### config.mk
export PLATFORM = sky130hd
export DESIGN_NAME = serial_subtractor
export DESIGN_NICKNAME = d
export VERILOG_FILES = /design/src/rtl/serial_subtractor.sv
export SDC_FILE = /design/constraint.sdc
export NUM_CORES = 1
export LEC_CHECK = 0
export BUFFER_PORTS_ARGS = -buffer_cell sky130_fd_sc_hd__buf_2
export CORE_MARGIN = 2
export CORE_UTILIZATION = 40
export DETAILED_ROUTE_END_ITERATION = 7
export GPL_TIMING_DRIVEN = 0
export REMOVE_ABC_BUFFERS = 1
export SYNTH_ARGS = -nofsm -noshare
export SYNTH_HDL_FRONTEND = slang
export SYNTH_SLANG_ARGS = --single-unit
### constraint.sdc
create_clock -name clk -period 2.3 [get_ports clk]
set_input_delay 0.575 -clock clk [delete_from_list [all_inputs] [get_ports clk]]
set_output_delay 0.575 -clock clk [all_outputs]
set_load 0.02 [all_outputs]
### src/rtl/serial_subtractor.sv
// serial_subtractor: bit-serial unsigned a - b, LSB first, one full-subtractor
// cell and a single borrow flop. Start/done handshake; result held in diff/bout.
module serial_subtractor #(
    parameter int WIDTH = 4
) (
    input  logic             clk,
    input  logic             rst_n,
    input  logic             start,
    input  logic [WIDTH-1:0] a,
    input  logic [WIDTH-1:0] b,
    output logic             busy,
    output logic             done,
    output logic [WIDTH-1:0] diff,
    output logic             bout
);

    localparam int CNT_W = (WIDTH > 2) ? $clog2(WIDTH) : 1;
    localparam logic [CNT_W-1:0] LAST = CNT_W'(WIDTH - 1);

    typedef enum logic [1:0] {
        S_IDLE  = 2'd0,
        S_SHIFT = 2'd1,
        S_DONE  = 2'd2
    } state_t;

    state_t           r_state;
    state_t           w_next;
    logic [WIDTH-1:0] r_ra;
    logic [WIDTH-1:0] r_rb;
    logic [WIDTH-1:0] r_res;
    logic             r_br;
    logic [CNT_W-1:0] r_cnt;

    logic             w_accept;
    logic             w_last;
    logic             w_d;
    logic             w_br_nxt;

    // New operands are only taken when no operation is in flight.
    assign w_accept = start && ((r_state == S_IDLE) || (r_state == S_DONE));
    assign w_last   = (r_state == S_SHIFT) && (r_cnt == LAST);

    // Full-subtractor cell on the current LSBs.
    assign w_d      = r_ra[0] ^ r_rb[0] ^ r_br;
    assign w_br_nxt = (~r_ra[0] & r_rb[0]) | (~(r_ra[0] ^ r_rb[0]) & r_br);

    assign busy = (r_state == S_SHIFT);
    assign done = (r_state == S_DONE);

    // State register.
    always_ff @(posedge clk or negedge rst_n) begin
        if (!rst_n) begin
            r_state <= S_IDLE;
        end else begin
            r_state <= w_next;
        end
    end

    // Next-state decode: accept in IDLE/DONE, leave SHIFT after the last bit.
    always_comb begin
        w_next = r_state;
        case (r_state)
            S_IDLE:  w_next = start ? S_SHIFT : S_IDLE;
            S_SHIFT: w_next = w_last ? S_DONE : S_SHIFT;
            S_DONE:  w_next = start ? S_SHIFT : S_IDLE;
            default: w_next = S_IDLE;
        endcase
    end

    // Operand/result shifting; diff and bout only change on the final bit step.
    always_ff @(posedge clk or negedge rst_n) begin
        if (!rst_n) begin
            r_ra  <= '0;
            r_rb  <= '0;
            r_res <= '0;
            r_br  <= 1'b0;
            r_cnt <= '0;
            diff  <= '0;
            bout  <= 1'b0;
        end else if (w_accept) begin
            r_ra  <= a;
            r_rb  <= b;
            r_res <= '0;
            r_br  <= 1'b0;
            r_cnt <= '0;
        end else if (r_state == S_SHIFT) begin
            r_ra  <= r_ra >> 1;
            r_rb  <= r_rb >> 1;
            r_res <= {w_d, r_res[WIDTH-1:1]};
            r_br  <= w_br_nxt;
            r_cnt <= r_cnt + 1'b1;
            if (w_last) begin
                diff <= {w_d, r_res[WIDTH-1:1]};
                bout <= w_br_nxt;
            end
        end
    end

endmodule

# Word level (Yosys, flattened, before mapping)

Cells that the tools add are included.

Mux-type cells: 13
Equal/unequal tests: 3
Add/subtract/negate cells: 1
Bitwise logic cells: 8
Reduce and logical (&&, ||, !) cells: 7

Operators with widths:

| kind                                                                   | number |
|---|---|
| 4-bit two-way mux                                                      | 6 |
| 2-bit two-way mux                                                      | 3 |
| 2-bit equality test (second input constant)                            | 2 |
| 2-bit one-hot mux with 2 select lines                                  | 1 |
| 1-bit two-way mux                                                      | 3 |
| 1-bit inverter                                                         | 3 |
| 3-bit AND reduction                                                    | 1 |
| 2-bit by 1-bit adder with 2-bit output (second input constant)         | 1 |
| 1-bit bitwise AND                                                      | 2 |
| 2-bit by 1-bit equality test with 1-bit output (second input constant) | 1 |
| 1-bit logical AND                                                      | 2 |
| 2-bit zero test                                                        | 1 |
| 2-bit nonzero test                                                     | 1 |
| 2-bit OR reduction                                                     | 1 |
| 1-bit bitwise XOR                                                      | 2 |
| 1-bit logical OR                                                       | 1 |
| 1-bit OR                                                               | 1 |

Logic and storage cells: 40
Output and inout bits: 7
Flip-flop bits (word level): 22
Input bits: 11

# Logic depth before layout (Yosys ltp)

Gate-level depths: netlist of run 1.

Depth in word-level cells: 6
Mapped depth: 4
Mapped depth without buffers: 4

# Least setup slack after synthesis of run 1

OpenSTA, ideal clock, no wires.

Path kind: reg2out
Start: register r_state[0]
End: output done
Data required time: 1,725 ps
Arrival time: 918 ps
Cell stages (with the launch flop): 3
Path buffers: 1
Setup slack: 807 ps
Path through: dfrtp_1 > buf_2 > nor2b_1

Word-level cells in the longest chain between the ends: 1

RTL lines:

| what                   | RTL line | RTL |
|---|---|---|
| start, declared        | 26       | `state_t r_state;` |
| start signal, assigned | 55       | `r_state <= w_next;` |
| 2-bit equality test    | 48       | `assign done = (r_state == S_DONE);` |
| end, declared          | 12       | `output logic done,` |

No other way between the ends.

# Worst setup path after layout of run 1

Start: register r_state[1]
End: output busy

Word-level cells in the longest chain between the ends: 1

RTL lines:

| what                                           | RTL line | RTL |
|---|---|---|
| 2-bit by 1-bit equality test with 1-bit output | 47       | `assign busy = (r_state == S_SHIFT);` |
| end, declared                                  | 11       | `output logic busy,` |

No other way between the ends.

==> flow_summary.ini, run 1 <==
[power]
power_density_nw_per_um2 = 1360
vdd_drop_max_v = 0.000540
p_leak_nw = 0.521

[cts]
cts_root_buf = clkbuf_4
clock-sinks = 21
clock_latency_ns = 0.29
htree_num_levels = 1
cts_resized = 0
cts_buffers = 3
holdBufCountCts = 0
clk_pin_slew_ns = 0.11
cts_tree = yes
clockBufferDepth = 2
post_cts_buffers = 0

[yosys]
syn_area_per_cell_sq_um = 12.2
ys_ff_latch = 21
syn_inst = 76
netlist.area_leader.share = 0.565
synthSimpleGateAreaFrac = 0.0673
synth_adder_area_share = 0.0350
synthMuxAreaShare = 0.0942
synth_top_family_by_area = compound AO/OA/AOI/OAI gates
yosys-top-cells-count = dfrtp_1, a22o_1, inv_1
synth_edf_count = 0
synth.distinct_cells = 21
synth-seq-area-share = 0.565
synth_compound_area_frac = 0.183
syn-cell-area_sq_um = 930
synth_async_sr_flop_share = 1.00
synth_xor_xnor_area_share = 0.00942
yosysTopAreaCell = dfrtp_1
synthFlopType = dfrtp_1
yosysWarnings = 0
yosys-top-cells-area = dfrtp_1, a22o_1, mux2_2, a21oi_1, inv_1
yosysMostFrequentCell = dfrtp_1

[routing]
drc_errors = 0
wirelength_um = 1640
ant_nets = 0
drt_iter0_drc = 5
vias = 628
firstDrtPassIters = 4
routedWlPerCell_um = 13.3
vias_per_cell = 5.11

[floorplan]
initial_utilization = 0.420
core_sq_um = 2210
boundaryPins = 18
die_x_um = 52.2
row_count = 17
die-area_sq_um = 2730
fp.dieH_um = 52.2

[placed_design]
gp_congestion = 0.685
portBuffers = 17
place_worst_setup_slack_ns = 0.595
dp_cells = 119
dp_hpwl_um = 1210
dpl_cell_area_sq_um = 1040

[sta]
final-setup-viol-count = 0
fmax_ghz = 0.493
clock_skew_ns = 0.00164
fin_ws_ns = 0.272
tns_ns = 0
relSlewSlack = 0.668
rsz0062_at_grt = no
tightest_slew_ns = 0.498
finalMaxSlewViolations = 0
fin_crit_sh = 0.882
finalCriticalPeriod_ns = 2.03
hold_violations = 0

[setup_path]
startpoint_type = flop
required_ns = 1.73
endpoint_kind = output port
reg2reg_setup_slack_ns = 0.87
cp_top_family = flip-flops
path_cells = nand2b_2 -> inv_1 -> buf_2
cp.depth = 3
worst-path-max-fanout = 11
max_stage_delay_ns = 0.55
cp.buffers_inverters = 2
cp.arrival_ns = 1.45
cpMaxStageDelayCell = dfrtp_1
rr_worst_depth = 3
path_class = reg2out

[cells_and_area]
multiInputGateArea_sq_um = 362
syn_to_final_growth_pct = 14.4
drive_above_1_share = 0.305
stdcell_count = 123
antenna_cells = 0
postLayoutCellArea_sq_um = 1060
nFillCells = 224
seq_area_sq_um = 526
nets = 109

[grt]
grt_pass1_wl_um = 2860
grt_overflow = 0
grt_pass1_vias = 657
grt_max_degree = 22
antenna_found_initial = 0
grtUsageTotal = 0.143

[hold_path]
hold_class = in2async

[flow_run]
max_cap_viol_count = 0

[status]
outcome = finished clean
-- routing by layer --
metal / track usage / up-vias / wire [um]
li1: - / 305 / -
met1: 0.199 / 307 / 752
met2: 0.224 / 16 / 815
met3: 0.0257 / 0 / 74
met4: 0.0513 / 0 / 0
met5: 0 / - / 0
-- flip-flops by register name, indices dropped and copies added (netlist names) --
name,cells
diff,4
r_res,3
r_ra,4
r_cnt,2
r_rb,4
r_state,2
bout,1
r_br,1
-- cells by family (layout without fill, tap and decap cells) --
family	count (synthesis)	after routing
muxes	8	8
DFF	21	21
adders and majority gates	2	2
buffers and inverters	10	29
and+or+nand+nor	10	10
xor gates and xnor gates	1	1
AOI/OAI and AO/OA	24	24
-- final cells by class --
cell class / count / share of cell area
sequential: 21 / 0.494
multi-input combinational: 45 / 0.340
timing repair buffer: 17 / 0.0800
tap: 28 / 0.0329
inverter: 8 / 0.0282
clock buffer: 4 / 0.0247
-- path summary, 6_finish.rpt --
check / endpoint / startpoint
max: busy / r_state[1]$_DFF_PN0_
min: diff[1]$_DFFE_PN0P_ / rst_n
max reg2reg: r_res[3]$_DFFE_PN0P_ / r_state[0]$_DFF_PN0_
min reg2reg: diff[0]$_DFFE_PN0P_ / diff[0]$_DFFE_PN0P_
max in group asynchronous: r_state[0]$_DFF_PN0_ / rst_n
min in group clk: r_ra[3]$_DFFE_PN0P_ / a[3]
-- report_power, final --
part / internal [mW] / switching [mW] / leakage (nW)
Clock: 0.0675 / 0.104 / 0.0150
Combinational: 0.299 / 0.297 / 0.245
Sequential: 0.532 / 0.145 / 0.262
-- layout by cell type (no fill, tap or decap) --
cell type  instances
nand3b_2           1
inv_1              8
nand2b_2           1
clkbuf_1           1
mux2_2             6
a211oi_1           2
nand2b_1           1
xnor2_1            1
dfrtp_1           21
mux2i_1            2
buf_2             17
ha_1               1
o21ai_0            3
nor2b_1            4
a21o_4             1
o22ai_1            4
a21oi_1            6
nand2_1            2
fa_1               1
a22o_1             8
clkbuf_4           3
nor2_1             1
-- metrics by stage --
stage | power (mW) | hold WS, ns | utilization
CTS | 1.48 | 0.216 | 0.481
global placement | 1.26 | 0.458 | 0.469
finish | 1.44 | 0.213 | 0.481
detailed placement | 1.30 | 0.482 | 0.469
floorplan | 1.11 | 0.279 | -
global route | 1.59 | 0.226 | 0.481
No activity file was read; power rests on OpenSTA's default activity.
==> run 2, diff against run 1 <==
--- a/config.mk
+++ b/config.mk
@@ -9,7 +9,6 @@
 export CORE_MARGIN = 2
 export CORE_UTILIZATION = 40
 export DETAILED_ROUTE_END_ITERATION = 7
-export GPL_TIMING_DRIVEN = 0
 export REMOVE_ABC_BUFFERS = 1
 export SYNTH_ARGS = -nofsm -noshare
 export SYNTH_HDL_FRONTEND = slang
==> run 2 against run 1 <==
Against the previous run: clock-buffer cell count unchanged; final cell count unchanged; via count unchanged; critical path type unchanged; highest routed layer is now met4.
==> flow_summary.ini, run 2 (synthesized netlist as in run 1, its figures left out) <==
[placed_design]
dp_cells = 119
gp_congestion = 0.662
dpl_cell_area_sq_um = 1040
portBuffers = 17
dp_hpwl_um = 1180

[routing]
drc_errors = 0
routedWlPerCell_um = 13.0
wirelength_um = 1600
ant_nets = 0
drt_iter0_drc = 10
firstDrtPassIters = 4
vias = 628
vias_per_cell = 5.11

[cts]
cts_root_buf = clkbuf_4
clk_pin_slew_ns = 0.12
clock_latency_ns = 0.30
clockBufferDepth = 2
post_cts_buffers = 0
holdBufCountCts = 0
cts_buffers = 3
clock-sinks = 21
cts_resized = 0
cts_tree = yes
htree_num_levels = 1

[floorplan]
row_count = 17
die-area_sq_um = 2730
initial_utilization = 0.420
core_sq_um = 2210
boundaryPins = 18
die_x_um = 52.2
fp.dieH_um = 52.2

[sta]
fmax_ghz = 0.497
finalMaxSlewViolations = 0
final-setup-viol-count = 0
relSlewSlack = 0.672
worst_hold_slack_ns = 0.201
hold_violations = 0
finalCriticalPeriod_ns = 2.01
clock_skew_ns = 0.0106
rsz0062_at_grt = no
tightest_slew_ns = 0.491
tns_ns = 0
fin_crit_sh = 0.875

[setup_path]
cp.arrival_ns = 1.44
rr_worst_depth = 3
required_ns = 1.73
worst-path-max-fanout = 15
startpoint_type = flop
cp.depth = 3
cp_top_family = flip-flops
cp.buffers_inverters = 2
endpoint_kind = output port
cpMaxStageDelayCell = dfrtp_1
path_cells = nand2b_2 -> inv_1 -> buf_2
path_class = reg2out
max_stage_delay_ns = 0.67

[hold_path]
hold_class = in2async

[grt]
grt_pass1_vias = 624
grt_pass1_wl_um = 2780
grtUsageTotal = 0.139
antenna_found_initial = 0
grt_max_degree = 22
grt_overflow = 0

[cells_and_area]
multiInputGateArea_sq_um = 362
drive_above_1_share = 0.305
top_regs = diff (4), r_ra (4), r_rb (4)
final_common_cell = dfrtp_1
postLayoutCellArea_sq_um = 1060
syn_to_final_growth_pct = 14.4
final_cell_mix = dfrtp_1, buf_2, inv_1, a22o_1
nFillCells = 222
nets = 109
seq_area_sq_um = 526
antenna_cells = 0
stdcell_count = 123

[flow_run]
max_cap_viol_count = 0

[status]
outcome = finished clean

[power]
vdd_drop_max_v = 0.000600
p_leak_nw = 0.521
fin_total_pwr_mw = 1.45
power_density_nw_per_um2 = 1360
run 2: power by group:
group	switching, mW	internal [mW]	total, mW
clock network	0.110	0.0675	0.178
logic	0.289	0.298	0.588
registers	0.149	0.532	0.680
run 2: worst paths after layout:
check | startpoint | endpoint | slack [ns]
setup / recovery | r_state[0]$_DFF_PN0_ | busy | 0.29
max in group asynchronous | rst_n | r_state[0]$_DFF_PN0_ | 1.78
setup reg to reg | r_state[0]$_DFF_PN0_ | r_res[3]$_DFFE_PN0P_ | 0.88
hold / removal | rst_n | diff[2]$_DFFE_PN0P_ | 0.20
hold reg to reg | bout$_DFFE_PN0P_ | bout$_DFFE_PN0P_ | 0.49
min in group clk | bout$_DFFE_PN0P_ | bout$_DFFE_PN0P_ | 0.49
run 2: stage by stage:
stage | util | worst slack (ns)
finish | 0.481 | 0.288
global route | 0.481 | 0.140
CTS | 0.481 | 0.274
detailed placement | 0.469 | 0.616
global placement | 0.469 | 0.663
floorplan | - | 0.806
run 2: layer usage:
layer / vias to the layer above / wire length [um] / global-route usage
li1: 306 / - / -
met4: 0 / 18 / 0.0769
met1: 304 / 790 / 0.181
met5: - / 0 / 0
met3: 2 / 83 / 0.0257
met2: 16 / 705 / 0.217
run 2: final cells by class:
cell class	instances	area share
repair buffers	17	0.0800
clock buffers	4	0.0247
inverters	8	0.0282
multi-input cells	45	0.340
flip-flops and latches	21	0.494
well taps	28	0.0329
==> run 3, diff against run 2 <==
--- a/config.mk
+++ b/config.mk
@@ -8,8 +8,11 @@
 export BUFFER_PORTS_ARGS = -buffer_cell sky130_fd_sc_hd__buf_2
 export CORE_MARGIN = 2
 export CORE_UTILIZATION = 40
+export CTS_BUF_LIST = sky130_fd_sc_hd__clkbuf_8
+export CTS_CLUSTER_DIAMETER = 200
 export DETAILED_ROUTE_END_ITERATION = 7
 export REMOVE_ABC_BUFFERS = 1
+export SKIP_LAST_GASP = 1
 export SYNTH_ARGS = -nofsm -noshare
 export SYNTH_HDL_FRONTEND = slang
 export SYNTH_SLANG_ARGS = --single-unit
==> run 3 against run 2 <==
Against the previous run: global-route usage decreased by 0.37 points; clock power increased by 32%; via count decreased by 0.32%; critical path depth unchanged; total power increased by 4.2%; critical endpoint unchanged; register-to-register slack about the same; wire length increased by 0.25%.
==> flow_summary.ini, run 3 (synthesized netlist as in run 1, its figures left out) <==
[status]
outcome = finished clean

[sta]
finalMaxSlewViolations = 0
final-setup-viol-count = 0
tightest_slew_ns = 0.489
fmax_ghz = 0.511
fin_crit_sh = 0.851
relSlewSlack = 0.674
hold_violations = 0
rsz0062_at_grt = no
clock_skew_ns = 0.00270
finalCriticalPeriod_ns = 1.96
tns_ns = 0

[power]
intPower_uw = 950
clkPwrFrac = 0.156
p_leak_nw = 0.533
power_density_nw_per_um2 = 1390
switching_share = 0.369
combPwrFrac = 0.391
p_sw_uw = 557
seq_power_share = 0.453
vdd_drop_max_v = 0.000621

[cts]
post_cts_buffers = 0
cts_root_buf = clkbuf_8
holdBufCountCts = 0
htree_num_levels = 1
cts_resized = 0
cts_tree = yes
cts_buffers = 3
clk_pin_slew_ns = 0.08
clock-sinks = 21
clock_latency_ns = 0.26
clockBufferDepth = 2

[setup_path]
path_class = reg2out
required_ns = 1.73
worst-path-max-fanout = 15
cp.arrival_ns = 1.38
startpoint_type = flop
crit_start = r_state[0]$_DFF_PN0_
cp-endpoint = busy
rr_worst_depth = 3
r2r-end = r_res[3]$_DFFE_PN0P_
reg2reg_setup_slack_ns = 0.88
r2r-start = r_state[0]$_DFF_PN0_
endpoint_kind = output port

[grt]
antenna_found_initial = 0
grt_max_degree = 22
grt_overflow = 0
grtUsageTotal = 0.135
grt_pass1_vias = 634
grt_pass1_wl_um = 2770

[cells_and_area]
antenna_cells = 0
final_util = 0.489
seq_area_sq_um = 526
drive_above_1_share = 0.305
top_regs = diff (4), r_ra (4), r_rb (4)
nFillCells = 218
final_common_cell = dfrtp_1
postLayoutCellArea_sq_um = 1080
syn_to_final_growth_pct = 16.4
multiInputGateArea_sq_um = 362
final_cell_mix = dfrtp_1, buf_2, inv_1
nets = 109

[routing]
drt_iter0_drc = 8
vias = 626
firstDrtPassIters = 4
wirelength_um = 1600
vias_per_cell = 5.09
ant_nets = 0
drc_errors = 0
routedWlPerCell_um = 13.0

[hold_path]
hold_class = in2async

[floorplan]
core_sq_um = 2210
initial_utilization = 0.420
fp.dieH_um = 52.2
boundaryPins = 18
die-area_sq_um = 2730
die_x_um = 52.2
row_count = 17

[placed_design]
portBuffers = 17
dp_hpwl_um = 1180
gp_congestion = 0.662
dpl_cell_area_sq_um = 1040

[flow_run]
max_cap_viol_count = 0
[run 3: cell count changes in the layout (fill, tap and decap cells not counted)]
cell,before,now
clkbuf_1,1,0
inv_1,8,9
clkbuf_4,3,0
clkbuf_8,0,3
[run 3: layout make-up]
class / count / area share
sequential: 21 / 0.486
multi-input combinational: 45 / 0.334
timing repair buffer: 17 / 0.0786
clock buffer: 3 / 0.0382
tap: 28 / 0.0324
inverter: 8 / 0.0277
clock inverter: 1 / 0.00347
[run 3: worst max-delay path, cell delays in order, from the launching register on]
cell	delay [ns]
dfrtp_1	0.65
nand2b_2	0.18
inv_1	0.12
buf_2	0.17
[run 3: metal layers]
metal	wire [um]	track usage	vias up
met2	729	0.217	16
li1	-	-	304
met1	785	0.181	306
met5	0	0	-
met4	0	0.0513	0
met3	86	0.0257	0
[run 3: power by group through the flow]
| stage | Sequential, mW | Clock [mW] | Combinational, mW |
|---|---|---|---|
| 2_1_floorplan | 0.699 | 0 | 0.416 |
| 3_3_place_gp | 0.680 | 0 | 0.593 |
| 3_5_place_dp | 0.692 | 0 | 0.598 |
| 4_1_cts | 0.683 | 0.240 | 0.603 |
| 5_1_grt | 0.710 | 0.256 | 0.663 |
| 6_report | 0.682 | 0.235 | 0.590 |
[run 3: stage by stage]
stage                     std cells  hold WS (ns)  power, mW  setup slack [ns]
after global routing            123         0.303       1.63             0.208
after CTS                       123         0.275       1.53             0.335
after global placement          119         0.474       1.27             0.663
after floorplan                  74         0.279       1.11             0.806
after detailed placement        119         0.467       1.29             0.616
final                           123         0.260       1.51             0.343
[run 3: worst min-delay path by stage]
stage                           from                   to  slack (ns)  cells after the start
finish                         rst_n  diff[2]$_DFFE_PN0P_        0.26                      1
CTS                            rst_n     r_br$_DFFE_PN0P_        0.27                      1
global placement    bout$_DFFE_PN0P_     bout$_DFFE_PN0P_        0.47                      2
detailed placement  bout$_DFFE_PN0P_     bout$_DFFE_PN0P_        0.47                      2
floorplan                      rst_n     bout$_DFFE_PN0P_        0.28                      0
global route                   rst_n  diff[0]$_DFFE_PN0P_        0.30                      1
